<file path="src/rtl/matc_stream_out_pkg.sv">
// Shared constants and state encoding for the 8x8 matrix-multiply datapath
// (loader, multiplier and the C-matrix drain stage).
package matc_stream_out_pkg;

   localparam int N  = 8;
   localparam int DW = 19;
   localparam int AW = 6;
   localparam int SW = 25;
   localparam int CW = 11;
   localparam int RW = 3;

   localparam logic [AW-1:0] LAST_IDX = AW'(N*N-1);

   typedef enum logic [2:0] {
      IDLE,
      FETCH,
      WAIT,
      SEND,
      FIN
   } state_t;

endpackage

</file>
<file path="src/rtl/matc_stream_out_rise_detect.sv">
// Registers a level input twice and flags its 0->1 transition for one cycle.
module rise_detect (
   input  logic clk,
   input  logic rst_n,
   input  logic d,
   output logic rise
);

   logic d_q1;
   logic d_q2;

   always_ff @(posedge clk or negedge rst_n) begin
      if (!rst_n) begin
         d_q1 <= 1'b0;
         d_q2 <= 1'b0;
      end else begin
         d_q1 <= d;
         d_q2 <= d_q1;
      end
   end

   assign rise = d_q1 & ~d_q2;

endmodule

</file>
<file path="src/rtl/matc_stream_out.sv">
// Drains the 64-entry C matrix in row-major order onto a valid/ready stream,
// accumulating a signed checksum and the number of busy cycles.
//
// state | meaning
// IDLE  | waiting for a rising edge of mm_done
// FETCH | read strobe issued for element idx
// WAIT  | read data arrives, loaded into the output register
// SEND  | element offered downstream until out_ready
// FIN   | drained pulse, busy drops on exit
module matc_stream_out
   import matc_stream_out_pkg::*;
(
   input  logic          clk,
   input  logic          rst_n,
   input  logic          mm_done,
   output logic          c_rd_en,
   output logic [AW-1:0] c_rd_addr,
   input  logic [DW-1:0] c_rd_data,
   output logic          out_valid,
   input  logic          out_ready,
   output logic [DW-1:0] out_data,
   output logic [2:0]    out_row,
   output logic [2:0]    out_col,
   output logic          out_last,
   output logic          busy,
   output logic          drained,
   output logic [SW-1:0] checksum,
   output logic [CW-1:0] drain_cycles
);

   localparam logic [CW-1:0] CYC_MAX = {CW{1'b1}};

   state_t        state;
   logic [AW-1:0] idx;
   logic          start;
   logic [SW-1:0] data_sext;

   rise_detect u_done_rise (
      .clk   (clk),
      .rst_n (rst_n),
      .d     (mm_done),
      .rise  (start)
   );

   assign data_sext = {{(SW-DW){out_data[DW-1]}}, out_data};

   always_ff @(posedge clk or negedge rst_n) begin
      if (!rst_n) begin
         state        <= IDLE;
         idx          <= '0;
         c_rd_en      <= 1'b0;
         c_rd_addr    <= '0;
         out_valid    <= 1'b0;
         out_data     <= '0;
         out_row      <= '0;
         out_col      <= '0;
         out_last     <= 1'b0;
         busy         <= 1'b0;
         drained      <= 1'b0;
         checksum     <= '0;
         drain_cycles <= '0;
      end else begin
         c_rd_en <= 1'b0;
         drained <= 1'b0;
         if (busy && (drain_cycles != CYC_MAX))
            drain_cycles <= drain_cycles + 1'b1;

         unique case (state)
            IDLE: begin
               // start edges arriving outside IDLE are simply dropped
               if (start) begin
                  idx          <= '0;
                  checksum     <= '0;
                  drain_cycles <= '0;
                  busy         <= 1'b1;
                  c_rd_en      <= 1'b1;
                  c_rd_addr    <= '0;
                  state        <= FETCH;
               end
            end
            FETCH: begin
               state <= WAIT;
            end
            WAIT: begin
               out_data  <= c_rd_data;
               out_row   <= idx[AW-1:RW];
               out_col   <= idx[RW-1:0];
               out_last  <= (idx == LAST_IDX);
               out_valid <= 1'b1;
               state     <= SEND;
            end
            SEND: begin
               if (out_valid && out_ready) begin
                  checksum  <= checksum + data_sext;
                  out_valid <= 1'b0;
                  if (out_last) begin
                     drained <= 1'b1;
                     state   <= FIN;
                  end else begin
                     idx       <= idx + 1'b1;
                     c_rd_en   <= 1'b1;
                     c_rd_addr <= idx + 1'b1;
                     state     <= FETCH;
                  end
               end
            end
            FIN: begin
               busy  <= 1'b0;
               state <= IDLE;
            end
            default: begin
               state <= IDLE;
            end
         endcase
      end
   end

endmodule
</file>
<file path="config.mk">
export PLATFORM = sky130hd
export DESIGN_NAME = matc_stream_out
export DESIGN_NICKNAME = d
export VERILOG_FILES = /design/src/rtl/matc_stream_out_pkg.sv /design/src/rtl/matc_stream_out_rise_detect.sv /design/src/rtl/matc_stream_out.sv
export SDC_FILE = /design/constraint.sdc
export NUM_CORES = 1
export LEC_CHECK = 0
export CAP_MARGIN = 0
export CORE_MARGIN = 2
export CORE_UTILIZATION = 46
export DETAILED_ROUTE_END_ITERATION = 8
export GPL_ROUTABILITY_DRIVEN = 0
export HOLD_SLACK_MARGIN = 0.03
export PLACE_DENSITY = 0.77
export SETUP_SLACK_MARGIN = 0.02
export SLEW_MARGIN = 20
export SYNTH_ARGS = -nofsm -noshare
export SYNTH_HDL_FRONTEND = slang
export SYNTH_SLANG_ARGS = --single-unit
</file>
<file path="constraint.sdc">
create_clock -name clk -period 2.6 [get_ports clk]
set_clock_uncertainty 0.2 [all_clocks]
set_input_delay 0.52 -clock clk [delete_from_list [all_inputs] [get_ports clk]]
set_output_delay 0.52 -clock clk [all_outputs]
set_load 0.02 [all_outputs]
</file>
### Word-level counts from Yosys, hierarchy flattened

Index checks and enable logic that the tools add are counted.

* $add $sub $neg: 3
* equal/unequal tests: 9
* mux-type cells: 25
* bitwise operators: 2
* reduce and logical (&&, ||, !) cells: 11

Operators by type and width (count)
* 25-bit 2-to-1 mux: 2
* 25-bit case mux with 2 select lines: 1
* 11-bit 2-to-1 mux: 3
* 25-bit adder: 1
* 6-bit 2-to-1 mux: 3
* 3-bit case mux with 4 select lines: 1
* 6-bit case mux with 2 select lines: 1
* 11-bit by 1-bit adder with 11-bit output (second input constant): 1
* 11-bit != test (second input constant): 1
* 3-bit 2-to-1 mux: 3
* 1-bit 2-to-1 mux: 8
* 6-bit by 1-bit adder with 6-bit output (second input constant): 1
* 3-bit by 2-bit equality test with 1-bit output (second input constant): 2
* 6-bit equality test (second input constant): 1
* 2-bit != test (second input constant): 3
* 1-bit case mux with 2 select lines: 3
* 2-bit AND reduction: 3
* 2-bit nonzero test: 3
* 4-bit AND reduction: 1
* 3-bit by 1-bit equality test with 1-bit output (second input constant): 1
* 3-bit equality test (second input constant): 1
* 3-bit logical NOT: 1
* 3-bit AND reduction: 1
* 1-bit logical AND: 2
* other kinds (2): 2

* register bits after elaboration: 77
* input port bits: 23
* output and inout bits: 72
* word-level logic and storage cells: 64

### Depth between registers and ports, before layout

Gate-level depths: netlist (run 1).

* depth after elaboration: 5
* mapped depth: 10
* gate-level depth less buffers: 10

### By module

From an unflattened synthesis (run 1), not the netlist that was laid out.

* cell total of the unflattened synthesis: 431
* area total of the unflattened synthesis: 4336.7 um^2

By module, submodules not included
* matc_stream_out: times used 1, cells each 428, area an instance 4272.8 um^2, sequential area each 1876.8 um^2
* rise_detect: times used 1, cells each 3, area an instance 63.8 um^2, sequential area each 50.0 um^2

### Worst setup path after synthesis (run 1)

No wires, ideal clock.

* kind: reg2reg
* from: register checksum[0]
* to: register checksum[22]
* library setup time: 0.124 ns
* arrival: 2.340 ns
* data required time: 2.276 ns
* slack: -0.064 ns
* stages on the path, launching flop included: 11
* clock period less this slack: 2.664 ns
* cells stage by stage: dfrtp_1 -> ha_1 -> inv_1 -> fa_1 -> nand2b_1 -> a21oi_1 -> o32a_4 -> a211o_1 -> and4_4 -> a311oi_2 -> a211o_1

* cells in the longest elaborated chain, start to end: 3

Ends and longest elaborated chain
* from (decl): line matc_stream_out.sv:27 `output logic [SW-1:0] checksum,`
* from (signal assigned): line matc_stream_out.sv:94 `checksum <= checksum + data_sext;`
* 25-bit adder: line matc_stream_out.sv:94
* 25-bit 2-to-1 mux: line matc_stream_out.sv:93 `if (out_valid && out_ready) begin`
* 25-bit case mux with 2 select lines: line matc_stream_out.sv:68 `unique case (state)`

Every way passes these cells. The select of a mux whose other input is x is not followed.
A chain may end at the register's enable or synchronous reset.

### Worst setup path in the final report (run 1)

Same ends and word-level chain as after synthesis.

==> results_dict.tcl, run 1 <==
set metrics [dict create \
    synth_top_cells_by_area "dfrtp_1 (45%), ha_1 (7.6%), mux2_2 (6.3%)" \
    layout-area-overhead-vs-synth_pct 36.62 \
    worst_path_largest_cell_delay_ns 0.39 \
    layout.cells.most_common "clkdlybuf4s50_1" \
    tightestPinTransition_ns 0.3726 \
    clock_transition_at_the_register_clock_pins_on_the_worst_setup_and_hold_paths_after_cts_ns 0.08 \
    pin_count_of_the_biggest_net_entering_global_routing 50 \
    max_cap_viol_count 0 \
    wirelength_mm 10.48 \
    cellPowerDensity_nw_per_um2 377.5 \
    worst_path_max_delay_cell "dfrtp_2" \
    finalSetupViolCount 0 \
    max_clock_freq_mhz 395.1 \
    synth-warning-count 0 \
    unrepaired_setup_endpoints_after_global_routing "false" \
    nets 584 \
    cts-buffers-inserted 9 \
    final_antenna_net_count 0 \
    route.detailed.wl_per_inst_um 16.12 \
    maxSlewHeadroom_pct 74.90 \
    max-vdd-ir-drop_mv 0.2626 \
    drt_iter0_markers 124 \
    initial_core_util_pct 46.77 \
    grt_first_pass_wirelength_mm 17.41 \
    proportion_of_synthesized_chip_area_in_sequential_cells_pct 45.23 \
    placementRows 35 \
    synth_edf_count 0 \
    crit_path_max_delay_family "compound AO/OA/AOI/OAI gates" \
    p_total_mw 2.197 \
    overall_die_area_um2 10050 \
    timing_hold_violations_final 0 \
    post-route-drc-count 0 \
    ioPinCount 95 \
    fillCellCount 749 \
    synthesis.instances 414 \
    vias_per_cell 5.623 \
    crit_chain "ha_4 -> inv_2 -> fa_2 -> nand2b_4 -> a21oi_2 -> o32a_4 -> a211o_1 -> and4_4 -> a311oi_2 -> a211o_1" \
    worst-path-max-fanout 4 \
    post-route-period-util_pct 97.34 \
    cp.buffers_inverters 1 \
    synthesis.area_per_instance_um2 10.29 \
    layout.cells.most_common_list "clkdlybuf4s50_1 (93), dfrtp_1 (74), nand2_1 (40)" \
    grtUsageTotal_pct 21.55 \
    n_antenna_cell 0 \
    share_of_async_settable_or_async_resettable_flops_after_synthesis_pct 100.0 \
    synth.ff_latch_count 77 \
    initial_antenna_violation_count 0 \
    floorplan.die.height_um 100.2 \
    data_arrival_time_of_the_critical_path_ns 2.58 \
    detail_route.first_pass.iterations 4 \
    place_area_um2 5488 \
    cts.path.max_buffers 2 \
    setup.worst_path.end_class "flop" \
    clock-sinks 77 \
    place.detailed.hpwl_mm 7.528 \
    yosysTopAreaCell "dfrtp_1" \
    cp.required_ns 2.65 \
    yosys.area.top_type_share_pct 45.23 \
    result_of_the_run "complete, no violations" \
    clk-insertion-delay-late_ns 0.36 \
    critPathMostFrequentCell "a211o_1" \
    place_worst_setup_slack_ns -0.04030 \
    placement.io_buffers 94 \
    multi_input_area_um2 2318 \
    grt_pass1_vias 3714 \
    clock-root-buffer "clkbuf_8" \
    final_layout_size_suffix_gt1_share_pct 17.81 \
    ff_latch_area_um2 1931 \
    grt-ovfl-total 0 \
    p_leak_nw 2.670 \
    worstHoldPathType "flop to flop" \
    final_period_minus_worst_setup_slack_ns 2.531 \
    die_width_um 100.2 \
    maxSlewViolCount 0 \
    postSynth.topFlopCell "dfrtp_1" \
    yosys.cell_types.count 54 \
    netlist_area_before_placement_um2 4260 \
    tritoncts "done" \
    routed-via-count 3655 \
    fp.coreArea_um2 9109 \
    mappedNetlistNets 464 \
    worst_setup_path_category "flop to flop" \
    design_area_um2 5821 \
    setup_slack_of_the_critical_path_after_layout_ns 0.06917 \
    setup.worst_path.start_class "flop" \
    cts_htree_levels 3 \
]
## final cells by class
cell class                      instances  share of cell area [%]
Clock buffer                           11                   2.429
Tap cell                              111                   2.386
Multi-Input combinational cell        311                   39.83
Clock inverter                          5                   1.010
Sequential cell                        77                   33.17
Timing Repair Buffer                  124                   20.46
Inverter                               11                  0.7094
## metrics by stage
step | hold slack (ns) | TNS [ns] | instances | utilization (%)
3_5_place_dp | 0.1865 | -0.07999 | 628 | 60.25
4_1_cts | 0.2129 | 0 | 647 | 63.09
5_1_grt | 0.2271 | 0 | 650 | 63.90
2_1_floorplan | 0.02441 | 0 | 414 | -
6_report | 0.2037 | 0 | 650 | 63.90
3_3_place_gp | 0.1827 | 0 | 628 | 60.25
## report_power, final
part | internal (mW) | switching (mW) | leakage (nW)
registers | 1.20 | 0.00115 | 1.04
logic | 0.0330 | 0.0272 | 1.54
clock network | 0.472 | 0.466 | 0.0959
## flip-flops by register name, indices dropped and copies added, names as in the netlist
register / flops
busy: 1
c_rd_en: 1
checksum: 25
drain_cycles: 11
drained: 1
idx: 6
out_col: 3
out_data: 19
out_last: 1
out_row: 3
out_valid: 1
state: 3
u_done_rise.d_q1: 1
u_done_rise.d_q2: 1
## final timing paths
| check | start | to | slack (ns) | cells after the start |
|---|---|---|---|---|
| max in group asynchronous | rst_n | out_data[18] | 1.17 | 3 |
| min in group asynchronous | rst_n | out_data[8] | 0.43 | 2 |
| worst max-delay path | checksum[0] | checksum[22] | 0.07 | 10 |
| worst max register to register | checksum[0] | checksum[22] | 0.07 | 10 |
| worst min register to register | u_done_rise.d_q1 | u_done_rise.d_q2 | 0.20 | 0 |
| worst min-delay path | u_done_rise.d_q1 | u_done_rise.d_q2 | 0.20 | 0 |
## what timing repair did
item / in CTS / in global routing
endpoints found under the setup margin: 3 / 9
gates resized for setup: 7 / 11
buffers inserted: 2 / 3
endpoints found under the hold margin: 28 / 0
hold buffers: 1 / 0
pin swaps: 6 / 8
## layer usage
metal,vias to the layer above,wire [um],track usage [%]
met1,1767,4521,27.49
met4,0,164,8.008
li1,1751,-,-
met5,-,0,0
met2,120,5167,35.67
met3,17,626,5.153
## kinds of logic (layout without fill, tap and decap cells)
logic type	after synthesis	after routing	synth area share, %
simple gates	115	115	13.22
compound gates	113	113	17.89
flops	77	77	45.23
xor+xnor	28	28	5.756
mux	28	28	7.283
fa+ha+maj	27	27	8.106
buf+inv	26	151	2.526
## Yosys cell counts (4+ instances only)
cell	count
mux2i_1	4
a21oi_1	24
o21a_1	5
mux2_2	24
nand4_1	9
xnor2_1	13
o21ai_1	5
nand3_1	8
o211ai_1	4
dfrtp_1	77
o21bai_1	6
nand2b_1	6
nor2_1	30
xor2_1	15
and3_1	5
a211oi_1	6
inv_1	11
nand2_1	40
clkbuf_1	11
ha_1	26
o21ai_0	27
a21o_1	9
Note: power is estimated with default switching activity, not from simulation.
==> run 2: changes to the inputs <==
--- a/config.mk
+++ b/config.mk
@@ -10,6 +10,7 @@
 export CORE_UTILIZATION = 46
 export DETAILED_ROUTE_END_ITERATION = 8
 export GPL_ROUTABILITY_DRIVEN = 0
+export GPL_TIMING_DRIVEN = 0
 export HOLD_SLACK_MARGIN = 0.03
 export PLACE_DENSITY = 0.77
 export SETUP_SLACK_MARGIN = 0.02
==> results_dict.tcl, run 2 (synthesis gave the netlist of run 1 again) <==
set metrics [dict create \
    postLayoutCoreUtil_pct 64.90 \
    wirelength_mm 10.42 \
    crit-reg2reg-launch "out_data[0]" \
    placementRows 35 \
    data_arrival_time_of_the_critical_path_ns 2.64 \
    min_to "u_done_rise.d_q2" \
    top_regs "checksum x25, out_data x19, drain_cycles x11" \
    setup.worst_path.end_class "flop" \
    die_width_um 100.2 \
    tritoncts "done" \
    post-route-period-util_pct 97.61 \
    layout.cells.most_common_list "clkdlybuf4s50_1 (93), dfrtp_1 (74), nand2_1 (40)" \
    n_antenna_cell 0 \
    max_cap_viol_count 0 \
    max_clock_freq_mhz 394.0 \
    post-route-drc-count 0 \
    worst_setup_path_category "flop to flop" \
    fp.coreArea_um2 9109 \
    unrepaired_setup_endpoints_after_global_routing "true" \
    fin_tns_setup_ns 0 \
    timing_hold_violations_final 0 \
    ff2ff_setup_slack_ns 0.06 \
    regToRegEndpoint "checksum[22]" \
    p_leak_nw 2.653 \
    clk-insertion-delay-late_ns 0.35 \
    worst_path_largest_cell_delay_ns 0.43 \
    clock-root-buffer "clkbuf_8" \
    final_layout_size_suffix_gt1_share_pct 18.55 \
    maxSlewViolCount 0 \
    cts-buffers-inserted 9 \
    max-vdd-ir-drop_mv 0.2658 \
    layout-area-overhead-vs-synth_pct 38.77 \
    grtUsageTotal_pct 21.38 \
    setup_slack_of_the_critical_path_after_layout_ns 0.06221 \
    setup.worst_path.start_class "flop" \
    cellPowerDensity_nw_per_um2 409.8 \
    finalSetupViolCount 0 \
    initial_antenna_violation_count 0 \
    routed-via-count 3645 \
    grt_first_pass_wirelength_mm 17.27 \
    number_of_cells_on_the_worst_reg_to_reg_path 10 \
    grt-ovfl-total 0 \
    tightestPinTransition_ns 0.5921 \
    largest_register_ffs 25 \
    placement.io_buffers 94 \
    ioPinCount 95 \
    route.detailed.wl_per_inst_um 16.03 \
    hold-path-cell-count 0 \
    maxSlewHeadroom_pct 60.52 \
    vias_per_cell 5.608 \
    place_worst_setup_slack_ns -0.3201 \
    regMostFlops "checksum" \
    worst_path_max_delay_cell "dfrtp_2" \
    start_point_of_the_worst_hold_path "u_done_rise.d_q1" \
    nets 584 \
    clock_transition_at_the_register_clock_pins_on_the_worst_setup_and_hold_paths_after_cts_ns 0.08 \
    worst-path-max-fanout 4 \
    overall_die_area_um2 10050 \
    crit_chain "ha_4 -> inv_2 -> fa_2 -> nand2b_4 -> a21oi_4 -> o32a_4 -> a211o_4 -> and4_4 -> a311oi_2 -> a211o_1" \
    cts.path.max_buffers 2 \
    place.detailed.hpwl_mm 7.498 \
    grt_pass1_vias 3580 \
    crit_path_max_delay_family "compound AO/OA/AOI/OAI gates" \
    detail_route.first_pass.iterations 4 \
    cp.buffers_inverters 1 \
    layout.cells.most_common "clkdlybuf4s50_1" \
    initial_core_util_pct 46.77 \
    final_period_minus_worst_setup_slack_ns 2.538 \
    worstHoldPathType "flop to flop" \
    floorplan.die.height_um 100.2 \
    place_area_um2 5371 \
    p_total_mw 2.423 \
    cp.required_ns 2.70 \
    drt_iter0_markers 116 \
    design_area_um2 5912 \
    cts_htree_levels 3 \
    result_of_the_run "complete, no violations" \
    clock-sinks 77 \
    final_antenna_net_count 0 \
    fillCellCount 703 \
    pin_count_of_the_biggest_net_entering_global_routing 52 \
]
## run 2: cell count changes in the layout (fill, tap and decap cells not counted), moves of 2 or more
| cell | before | now |
|---|---|---|
| o21ai_0 | 25 | 27 |
| bufinv_16 | 1 | 3 |
| a31oi_2 | 0 | 2 |
| clkbuf_1 | 1 | 6 |
| ha_2 | 1 | 5 |
| buf_4 | 28 | 18 |
| ha_1 | 22 | 17 |
| a31oi_1 | 3 | 1 |
| clkbuf_2 | 0 | 2 |
| o21ai_1 | 6 | 3 |
| buf_12 | 2 | 0 |
## run 2: through the flow
step           std cells  hold WS [ns]
3_3_place_gp         619        0.1863
5_1_grt              650        0.2323
4_1_cts              646        0.2196
2_1_floorplan        414       0.02441
6_report             650        0.2218
3_5_place_dp         620        0.1861
## run 2: layout make-up
class                      count  area [um^2]  share of cell area, %
tap                          111        138.9                  2.349
clock inverter                 5        106.4                  1.799
buffer                        12        60.06                  1.016
timing repair buffer         112         1096                  18.54
multi-input combinational    311         2387                  40.38
inverter                      11        41.29                 0.6984
clock buffer                  11        151.4                  2.561
sequential                    77         1931                  32.66
## run 2: metal layers
layer	vias up	share of wire, %	global-route usage, %
li1	1755	-	-
met1	1764	45	28.22
met2	110	48	35.78
met3	16	5.6	4.596
met4	0	1.3	5.690
met5	-	0	0
## run 2: repair_timing
item | CTS | global route
resized for setup | 15 | 23
endpoints found under the setup margin | 8 | 22
hold buffers | 1 | 0
pin swaps | 8 | 11
setup buffers | 9 | 7
endpoints found under the hold margin | 26 | 0
## run 2: where the power goes
group / leakage, nW / switching [mW] / total (mW) / internal [mW]
Clock: 0.126 / 0.469 / 1.16 / 0.692
Combinational: 1.49 / 0.0279 / 0.0621 / 0.0342
Sequential: 1.04 / 0.00112 / 1.20 / 1.20
## run 2: worst max-delay path by stage
| stage | start | endpoint | slack, ns | cells past startpoint |
|---|---|---|---|---|
| final | out_data[0] | checksum[22] | 0.06 | 10 |
| after global routing | out_data[0] | checksum[22] | 0.01 | 10 |
| after CTS | out_data[18] | checksum[24] | -0.01 | 8 |
| after detailed placement | out_ready | checksum[8] | -0.32 | 8 |
| after global placement | rst_n | out_data[0] | -2.19 | 1 |
| after floorplan | out_data[0] | checksum[22] | 0.03 | 10 |
